File: config.mk
export PLATFORM = sky130hd
export DESIGN_NAME = seg_display_mux_flat
export DESIGN_NICKNAME = d
export VERILOG_FILES = /design/src/rtl/seg_display_if.sv /design/src/rtl/seg_display_mux.sv /design/src/flat_wrapper.sv
export SDC_FILE = /design/constraint.sdc
export NUM_CORES = 1
export LEC_CHECK = 0
export CAP_MARGIN = 40
export CORE_UTILIZATION = 56
export DETAILED_ROUTE_END_ITERATION = 8
export PLACE_DENSITY_LB_ADDON = 0.25
export SKIP_CTS_REPAIR_TIMING = 1
export SLEW_MARGIN = 20
export SYNTH_ARGS = -nofsm -noshare
export SYNTH_HDL_FRONTEND = slang
export SYNTH_SLANG_ARGS = --single-unit
File: constraint.sdc
create_clock -name clk -period 2.6 [get_ports clk]
set_clock_uncertainty 0.1 [all_clocks]
set_input_delay 0.52 -clock clk [delete_from_list [all_inputs] [get_ports clk]]
set_output_delay 0.52 -clock clk [all_outputs]
set_load 0.01 [all_outputs]
File: src/rtl/seg_display_if.sv
// seg_display_if: display data, control and panel pins of the seven-segment scanner
interface seg_display_if #(
  parameter int NUM_DIGITS = 4
);
  logic [4*NUM_DIGITS-1:0] value_in;
  logic [NUM_DIGITS-1:0]   dp_in;
  logic                    load;
  logic                    enable;
  logic [6:0]              seg_out;
  logic                    dp_out;
  logic [NUM_DIGITS-1:0]   an_out;
  logic                    frame_done;
  modport master (
    output value_in, dp_in, load, enable,
    input  seg_out, dp_out, an_out, frame_done
  );
  modport slave (
    input  value_in, dp_in, load, enable,
    output seg_out, dp_out, an_out, frame_done
  );
endinterface

File: src/rtl/seg_display_mux.sv
// seg_display_mux: double-buffered, time-multiplexed hex driver for multi-digit seven-segment panels
module seg_display_mux #(
  parameter int NUM_DIGITS     = 4,
  parameter int REFRESH_DIV    = 100000,
  parameter bit SEG_ACTIVE_LOW = 1'b1,
  parameter bit AN_ACTIVE_LOW  = 1'b1,
  parameter bit LZ_BLANK       = 1'b1
) (
  input  logic         clk,
  input  logic         rst,
  seg_display_if.slave bus
);
  localparam int CW = $clog2(REFRESH_DIV);
  localparam int IW = NUM_DIGITS > 1 ? $clog2(NUM_DIGITS) : 1;
  localparam int VW = 4 * NUM_DIGITS;
  localparam logic [6:0] DECODE [16] = '{
    7'h3F, 7'h06, 7'h5B, 7'h4F, 7'h66, 7'h6D, 7'h7D, 7'h07,
    7'h7F, 7'h6F, 7'h77, 7'h7C, 7'h39, 7'h5E, 7'h79, 7'h71
  };
  logic [CW-1:0]         cnt_q, cnt_d;
  logic [IW-1:0]         idx_q, idx_d;
  logic [VW-1:0]         pend_val_q, pend_val_d, disp_val_q, disp_val_d;
  logic [NUM_DIGITS-1:0] pend_dp_q, pend_dp_d, disp_dp_q, disp_dp_d;
  logic [6:0]            seg_q, seg_d;
  logic                  dp_q, dp_d;
  logic [NUM_DIGITS-1:0] an_q, an_d;
  logic                  wrap_q, wrap_d;
  logic                  frame_q, frame_d;
  logic                  last_slot, wrap, blank;
  logic [3:0]            nib;
  logic [6:0]            pat;
  logic [NUM_DIGITS-1:0] one_hot;
  // Slot timing, buffer transfer at frame wrap, and the next panel drive from the current digit
  always_comb begin
    last_slot  = cnt_q == CW'(REFRESH_DIV - 1);
    wrap       = last_slot && idx_q == IW'(NUM_DIGITS - 1);
    cnt_d      = last_slot ? '0 : cnt_q + CW'(1);
    idx_d      = last_slot ? (wrap ? '0 : idx_q + IW'(1)) : idx_q;
    pend_val_d = bus.load ? bus.value_in : pend_val_q;
    pend_dp_d  = bus.load ? bus.dp_in : pend_dp_q;
    disp_val_d = wrap ? pend_val_q : disp_val_q;
    disp_dp_d  = wrap ? pend_dp_q : disp_dp_q;
    nib        = disp_val_q[{idx_q, 2'b00} +: 4];
    blank      = LZ_BLANK && idx_q != '0 && (disp_val_q >> {idx_q, 2'b00}) == '0;
    pat        = bus.enable && !blank ? DECODE[nib] : 7'h00;
    one_hot    = '0;
    one_hot[idx_q] = bus.enable;
    seg_d      = pat ^ {7{SEG_ACTIVE_LOW}};
    dp_d       = (bus.enable & disp_dp_q[idx_q]) ^ SEG_ACTIVE_LOW;
    an_d       = one_hot ^ {NUM_DIGITS{AN_ACTIVE_LOW}};
    wrap_d     = wrap;
    frame_d    = wrap_q;
  end
  // State and registered panel outputs; reset blanks the panel immediately
  always_ff @(posedge clk or posedge rst) begin
    if (rst) begin
      cnt_q      <= '0;
      idx_q      <= '0;
      pend_val_q <= '0;
      pend_dp_q  <= '0;
      disp_val_q <= '0;
      disp_dp_q  <= '0;
      seg_q      <= {7{SEG_ACTIVE_LOW}};
      dp_q       <= SEG_ACTIVE_LOW;
      an_q       <= {NUM_DIGITS{AN_ACTIVE_LOW}};
      wrap_q     <= 1'b0;
      frame_q    <= 1'b0;
    end else begin
      cnt_q      <= cnt_d;
      idx_q      <= idx_d;
      pend_val_q <= pend_val_d;
      pend_dp_q  <= pend_dp_d;
      disp_val_q <= disp_val_d;
      disp_dp_q  <= disp_dp_d;
      seg_q      <= seg_d;
      dp_q       <= dp_d;
      an_q       <= an_d;
      wrap_q     <= wrap_d;
      frame_q    <= frame_d;
    end
  end
  assign bus.seg_out    = seg_q;
  assign bus.dp_out     = dp_q;
  assign bus.an_out     = an_q;
  assign bus.frame_done = frame_q;
endmodule

File: src/flat_wrapper.sv
// flat-port wrapper written by rule: the top's interface ports become plain ports
module seg_display_mux_flat 
#(
  parameter int NUM_DIGITS     = 4,
  parameter int REFRESH_DIV    = 100000,
  parameter bit SEG_ACTIVE_LOW = 1'b1,
  parameter bit AN_ACTIVE_LOW  = 1'b1,
  parameter bit LZ_BLANK       = 1'b1
)
  (clk, rst, bus_value_in, bus_dp_in, bus_load, bus_enable, bus_seg_out, bus_dp_out, bus_an_out, bus_frame_done);
  seg_display_if #(.NUM_DIGITS(NUM_DIGITS)) bus_i ();
  input  logic clk;
  input  logic rst;
  input wire logic [$bits(bus_i.value_in)-1:0] bus_value_in;
  input wire logic [$bits(bus_i.dp_in)-1:0] bus_dp_in;
  input wire logic [$bits(bus_i.load)-1:0] bus_load;
  input wire logic [$bits(bus_i.enable)-1:0] bus_enable;
  output wire logic [$bits(bus_i.seg_out)-1:0] bus_seg_out;
  output wire logic [$bits(bus_i.dp_out)-1:0] bus_dp_out;
  output wire logic [$bits(bus_i.an_out)-1:0] bus_an_out;
  output wire logic [$bits(bus_i.frame_done)-1:0] bus_frame_done;
  assign bus_i.value_in = bus_value_in;
  assign bus_i.dp_in = bus_dp_in;
  assign bus_i.load = bus_load;
  assign bus_i.enable = bus_enable;
  assign bus_seg_out = bus_i.seg_out;
  assign bus_dp_out = bus_i.dp_out;
  assign bus_an_out = bus_i.an_out;
  assign bus_frame_done = bus_i.frame_done;
  seg_display_mux #(.NUM_DIGITS(NUM_DIGITS), .REFRESH_DIV(REFRESH_DIV), .SEG_ACTIVE_LOW(SEG_ACTIVE_LOW), .AN_ACTIVE_LOW(AN_ACTIVE_LOW), .LZ_BLANK(LZ_BLANK)) u_core (.clk(clk), .rst(rst), .bus(bus_i));
endmodule
=== Yosys cells after proc, flatten, opt, wreduce, memory -nomap -nowiden ===
Memory sizes are Yosys's and may differ from the RTL's.
Index checks and enable logic that the tools add are counted.

* Bits in registers: 73
* Memory bits (read-only): 112
* Logic and storage cells: 43
* Memories: 1

* $add $sub $neg: 2
* Order comparisons: 3
* Eq/ne operators: 2
* Shift-type cells: 2
* Multiplexer cells: 9
* Bitwise operators: 6
* Reduce and logical (&&, ||, !) cells: 7

{| class="wikitable"
|+ Memories
! name !! depth !! bits a word !! read ports !! clocked after Yosys merged registers in !! write ports !! RTL line !! RTL
|-
| (name not given) || 16 || 7 || 1 || 0 || 0 || seg_display_mux.sv:45 || <nowiki>pat = bus.enable && !blank ? DECODE[nib] : 7'h00;</nowiki>
|}

{| class="wikitable"
|+ Operators by type and width
! cell !! count
|-
| $mux 7 || 3
|-
| $add 17x1->17 const B || 1
|-
| $eq 17x17->1 const B || 1
|-
| $mux 17 || 1
|-
| $logic_not 16->1 || 1
|-
| $shiftx 16x5->4 || 1
|-
| $shr 16x4->16 || 1
|-
| $not 7->7 || 1
|-
| $ge 5x5->1 const B || 1
|-
| $not 4->5 || 1
|-
| $and 4x4->4 || 1
|-
| $logic_and 1x1->1 || 4
|-
| $not 4->4 || 1
|-
| $lt 2x3->1 const B || 1
|-
| $add 2x1->2 const B || 1
|-
| $bmux 1 s2 || 1
|-
| $demux 1 s2 || 1
|-
| $eq 2x2->1 const B || 1
|-
| $ge 2x1->1 const B || 1
|-
| $mux 1 || 2
|-
| $mux 2 || 1
|-
| $reduce_bool 2->1 || 1
|-
| $and 1x1->1 || 1
|-
| $logic_not 1->1 || 1
|-
| $not 1->1 || 1
|}

=== Longest topological paths before layout ===
Gate-level depths: netlist of run 1.

* Word-level depth: 7
* Gate-level depth with buffers: 8
* Depth with buffers taken out: 7

=== Least setup slack after synthesis of run 1 ===
Ideal clock, no wire load.

* Path type: register to register
* Start point: register u_core.idx_q[0]
* End point: register u_core.seg_q[2] (netlist: u_core.bus.seg_out[2])
* Data arrival time: 2.198 ns
* Path slack: 0.204 ns
* Stages on the path, launching flop included: 9
* Period minus slack after synthesis: 2.396 ns
* Cells stage by stage: dfrtp_1 buf_6 mux4_1 inv_1 ha_1 inv_1 o41ai_1 o311ai_1 o311ai_1

* Word-level cells in the longest chain between the ends: 7
* Elaborated cells between the ends (all ways): 13
* Classes of those cells: shift: 2; mux: 3; bitwise: 2; reduce/logical: 5; memory: 1

{| class="wikitable"
|+ Ends and longest elaborated chain
! item !! RTL line !! RTL
|-
| start, declared || seg_display_mux.sv:21 || <nowiki>logic [IW-1:0] idx_q, idx_d;</nowiki>
|-
| start signal, assigned || seg_display_mux.sv:70 || <nowiki>idx_q <= idx_d;</nowiki>
|-
| $shiftx 16x5->4 / $shr 16x4->16 (equally long branches) || seg_display_mux.sv:43, seg_display_mux.sv:44 ||
|-
| $not 4->5 (not written as such) / $logic_not 16->1 (equally long branches) || seg_display_mux.sv:45, seg_display_mux.sv:44 ||
|-
| $mem_v2 16x7 / $logic_and 1x1->1 (equally long branches) || n/a ||
|-
| $mux 7 (not written as such) / $logic_not 1->1 (equally long branches) || seg_display_mux.sv:45 ||
|-
| $mux 7 (not written as such) / $logic_and 1x1->1 (equally long branches) || seg_display_mux.sv:45 ||
|-
| $mux 7 * || seg_display_mux.sv:45 ||
|-
| $not 7->7 (no line) * || n/a ||
|-
| net u_core.seg_d[2] || seg_display_mux.sv:24 || <nowiki>logic [6:0] seg_q, seg_d;</nowiki>
|-
| end signal, assigned || seg_display_mux.sv:63 || <nowiki>seg_q <= {7{SEG_ACTIVE_LOW}};</nowiki>
|-
| end signal, assigned || seg_display_mux.sv:75 || <nowiki>seg_q <= seg_d;</nowiki>
|-
| end, declared || seg_display_mux.sv:24 ||
|}

The timed path passes the listed nets; every way through them passes the cells marked *. The select of a mux whose other input is x is not followed.
A chain may end at the register's enable or synchronous reset.

=== Final worst setup path of run 1 ===
* Start point: register u_core.idx_q[0]
* End point: register u_core.seg_q[6] (netlist: u_core.bus.seg_out[6])

Same word-level chain as after synthesis.

==> metrics, run 1 <==
MaxCap Viol Count=0; max-slew violations=0; CTS sink count=73; final period utilization=0.9146; register bit count reported by yosys=73; Die Ht=79.30 um; Avg Cell Area, Syn=13.22 um^2; Detailed Place HPWL=approximately 4100 um; largest net degree at the start of global routing=36; endpoints failing setup=0; CP endpoint kind=flip-flop; Hold Crit Depth=0; peak supply drop=0.4717 mV; diodes inserted=0; Core Region=5642 um^2; clock-pin slew of the registers on the worst-case setup and hold paths=70 ps; clock buffer count from CTS=9; Total GRT Usage=0.2153; initial antenna violation count=0; Post-route DRC=0; Cells after Synth=253; die area=6288 um^2; Seq/Total Area, Yosys=0.5505; Rows=27; H-tree levels=3; clock buffer depth=2; hold crit path type=reg2reg; leading cell types in the layout, fill and taps excluded=dfrtp_1, mux2_2, clkdlybuf4s50_1; io pins=37; Crit path top cell by count=inv_1; RSZ-0062 raised after global routing=no; grt met2 use=0.3491; Syn. warnings=0; Clk Latency, worst-skew pair=roughly 350 ps; Die W=79.30 um; worst-case reg-to-reg path depth=8; Root Driver=clkbuf_8; worst hold slack=263.5 ps; Post-DRT Antenna Nets=0; busiest grt layer=met2; area taken by multi-input logic gates=~1400 um^2; placed cell count=362; fmax=420.5 MHz; status=complete, no violations; Rel. slew slack=0.6779; post-route minimum period=2378 ps; cell family with most CP delay=compound AO/OA/AOI/OAI gates; Total Wirelength=5803 um; Cell Chain, Critical Path=mux4_1 -> inv_1 -> ha_1 -> inv_1 -> o41ai_1 -> o311ai_1 -> buf_4 -> o211ai_1; global placement routability congestion=0.8262; Startpoint Class=flip-flop; Fin Setup TNS=0 ps; vias in the first global route=2172; Power, Total=0.002384 W; static leakage=1.835 nW; starting DRC count in detailed routing=67; worst slew pin tran=~480 ps; final hold viol count=0; Starting Density=0.5930; first-pass GRT wire length=10070 um; Worst Path Required=2760 ps; input/output buffers=36; nets=336; vias per inst=between 5 and 6; Cell Area, Synth=3346 um^2; Worst Path Buf+Inv=3; post-synth cell types=40; syn_nets=288; slowest cell on the critical path=mux4_1; Worst Path Max Fanout=7; TritonCTS clock tree=done; Layout Cells excl Fill=378; commonest non-fill, non-tap cell in the layout=dfrtp_1; share of cells above drive strength 1=0.2843; filler cell count=401; routed vias=around 2100; wire length per cell=15.35 um; area grow syn2layout=21.17%; GR Util met1=0.2713; DRT Pass-1 Iters=4; Worst path max stage delay=590 ps; GRT overflow=0; pwr dens=588.1 nW/um^2; critical path class=reg2reg; met3 track demand over resource=0.05632; CP arrival=2540 ps; total area of sequential cells=1842 um^2; cell count along the critical path=8
-- cell families (layout without fill, tap and decap cells) --
family,Yosys count,in the layout,share of synthesized area
simple gates,67,67,0.1070
xor+xnor,18,18,0.04712
fa+ha+maj,11,11,0.04114
compound gates,14,14,0.02955
mux,50,50,0.1907
buf+inv,20,73,0.03403
flops,73,73,0.5505
-- stage by stage --
step                      area [um^2]  utilization  setup WS, ps
after detailed placement         3811       0.6755         241.8
after CTS                        4054       0.7186         217.8
after floorplan                  3346            -         146.6
final                            4054       0.7186         222.0
after global routing             4054       0.7186         62.31
after global placement           3811       0.6755         364.5
-- flip-flops by register name, summed over array words and instances (netlist names), 2 cells and up --
register / flops
u_core.idx_q: 2
u_core.bus.seg_out: 7
u_core.bus.an_out: 4
u_core.pend_dp_q: 4
u_core.disp_val_q: 16
u_core.pend_val_q: 16
u_core.cnt_q: 17
u_core.disp_dp_q: 4
-- power breakdown --
group          switching (W)  leakage [nW]  internal, W
clock network       0.000423         0.117     0.000642
registers          0.0000180         0.919      0.00118
logic              0.0000486         0.800    0.0000764
-- layer usage --
layer  routed length (um)  up-vias
met2                 2896       46
met4                   85        0
li1                     -      986
met5                    0        -
met1                 2609     1061
met3                  212       10
-- synthesized netlist by cell type --
| master | instances | area [um^2] |
|---|---|---|
| dfrtp_1 | 61 | 1526 |
| mux2_2 | 41 | 461.7 |
| nand2_1 | 17 | 63.81 |
| nor2_1 | 16 | 60.06 |
| xor2_1 | 13 | 113.9 |
| dfstp_2 | 12 | 315.3 |
| ha_1 | 11 | 137.6 |
| inv_1 | 11 | 41.29 |
| nand3_1 | 6 | 30.03 |
| buf_6 | 5 | 56.30 |
| nand4_1 | 5 | 31.28 |
| nor4_1 | 5 | 31.28 |
| xnor2_1 | 5 | 43.79 |
| clkbuf_1 | 3 | 11.26 |
| mux2i_1 | 3 | 30.03 |
| mux4_1 | 3 | 78.83 |
| mux4_2 | 3 | 67.56 |
| nor3b_1 | 3 | 22.52 |
| a21oi_1 | 2 | 10.01 |
| and2_2 | 2 | 15.01 |
| and4_1 | 2 | 17.52 |
| and4bb_2 | 2 | 25.02 |
| nand2b_1 | 2 | 12.51 |
| nor3_1 | 2 | 10.01 |
| o21ai_0 | 2 | 10.01 |
| o311ai_1 | 2 | 17.52 |
| a211o_1 | 1 | 8.760 |
| and2_1 | 1 | 6.260 |
| and3_1 | 1 | 6.260 |
| and4_4 | 1 | 11.26 |
| buf_2 | 1 | 5.000 |
| nor2b_1 | 1 | 6.260 |
| nor4b_1 | 1 | 8.760 |
| o211ai_1 | 1 | 7.510 |
| o21a_1 | 1 | 7.510 |
| o21ai_1 | 1 | 5.000 |
| o21bai_1 | 1 | 7.510 |
| o221ai_1 | 1 | 8.760 |
| o31ai_1 | 1 | 7.510 |
| o41ai_1 | 1 | 8.760 |
-- final timing paths --
path	startpoint	to	slack, ps
worst max register to register	u_core.idx_q[0]	u_core.bus.seg_out[6]	220
worst min register to register	u_core.frame_d	u_core.bus.frame_done	260
min in group asynchronous	rst	u_core.disp_dp_q[2]	400
worst min-delay path	u_core.frame_d	u_core.bus.frame_done	260
max in group asynchronous	rst	u_core.bus.seg_out[5]	1310
worst max-delay path	u_core.idx_q[0]	u_core.bus.seg_out[6]	220
-- layout make-up --
type,count,area share
Sequential cell,73,0.4543
Multi-Input combinational cell,160,0.3429
Timing Repair Buffer,46,0.1105
Clock buffer,10,0.03148
Clock inverter,6,0.02839
Tap cell,72,0.02222
Inverter,11,0.01019
(Power assumes the default switching activity.)
==> inputs of run 2 (changes only) <==
--- a/config.mk
+++ b/config.mk
@@ -5,6 +5,7 @@
 export SDC_FILE = /design/constraint.sdc
 export NUM_CORES = 1
 export LEC_CHECK = 0
+export ABC_AREA = 0
 export CAP_MARGIN = 40
 export CORE_UTILIZATION = 56
 export DETAILED_ROUTE_END_ITERATION = 8
==> results of run 2 <==
No change in the layout: final DEF, timing and power equal those of run 1.
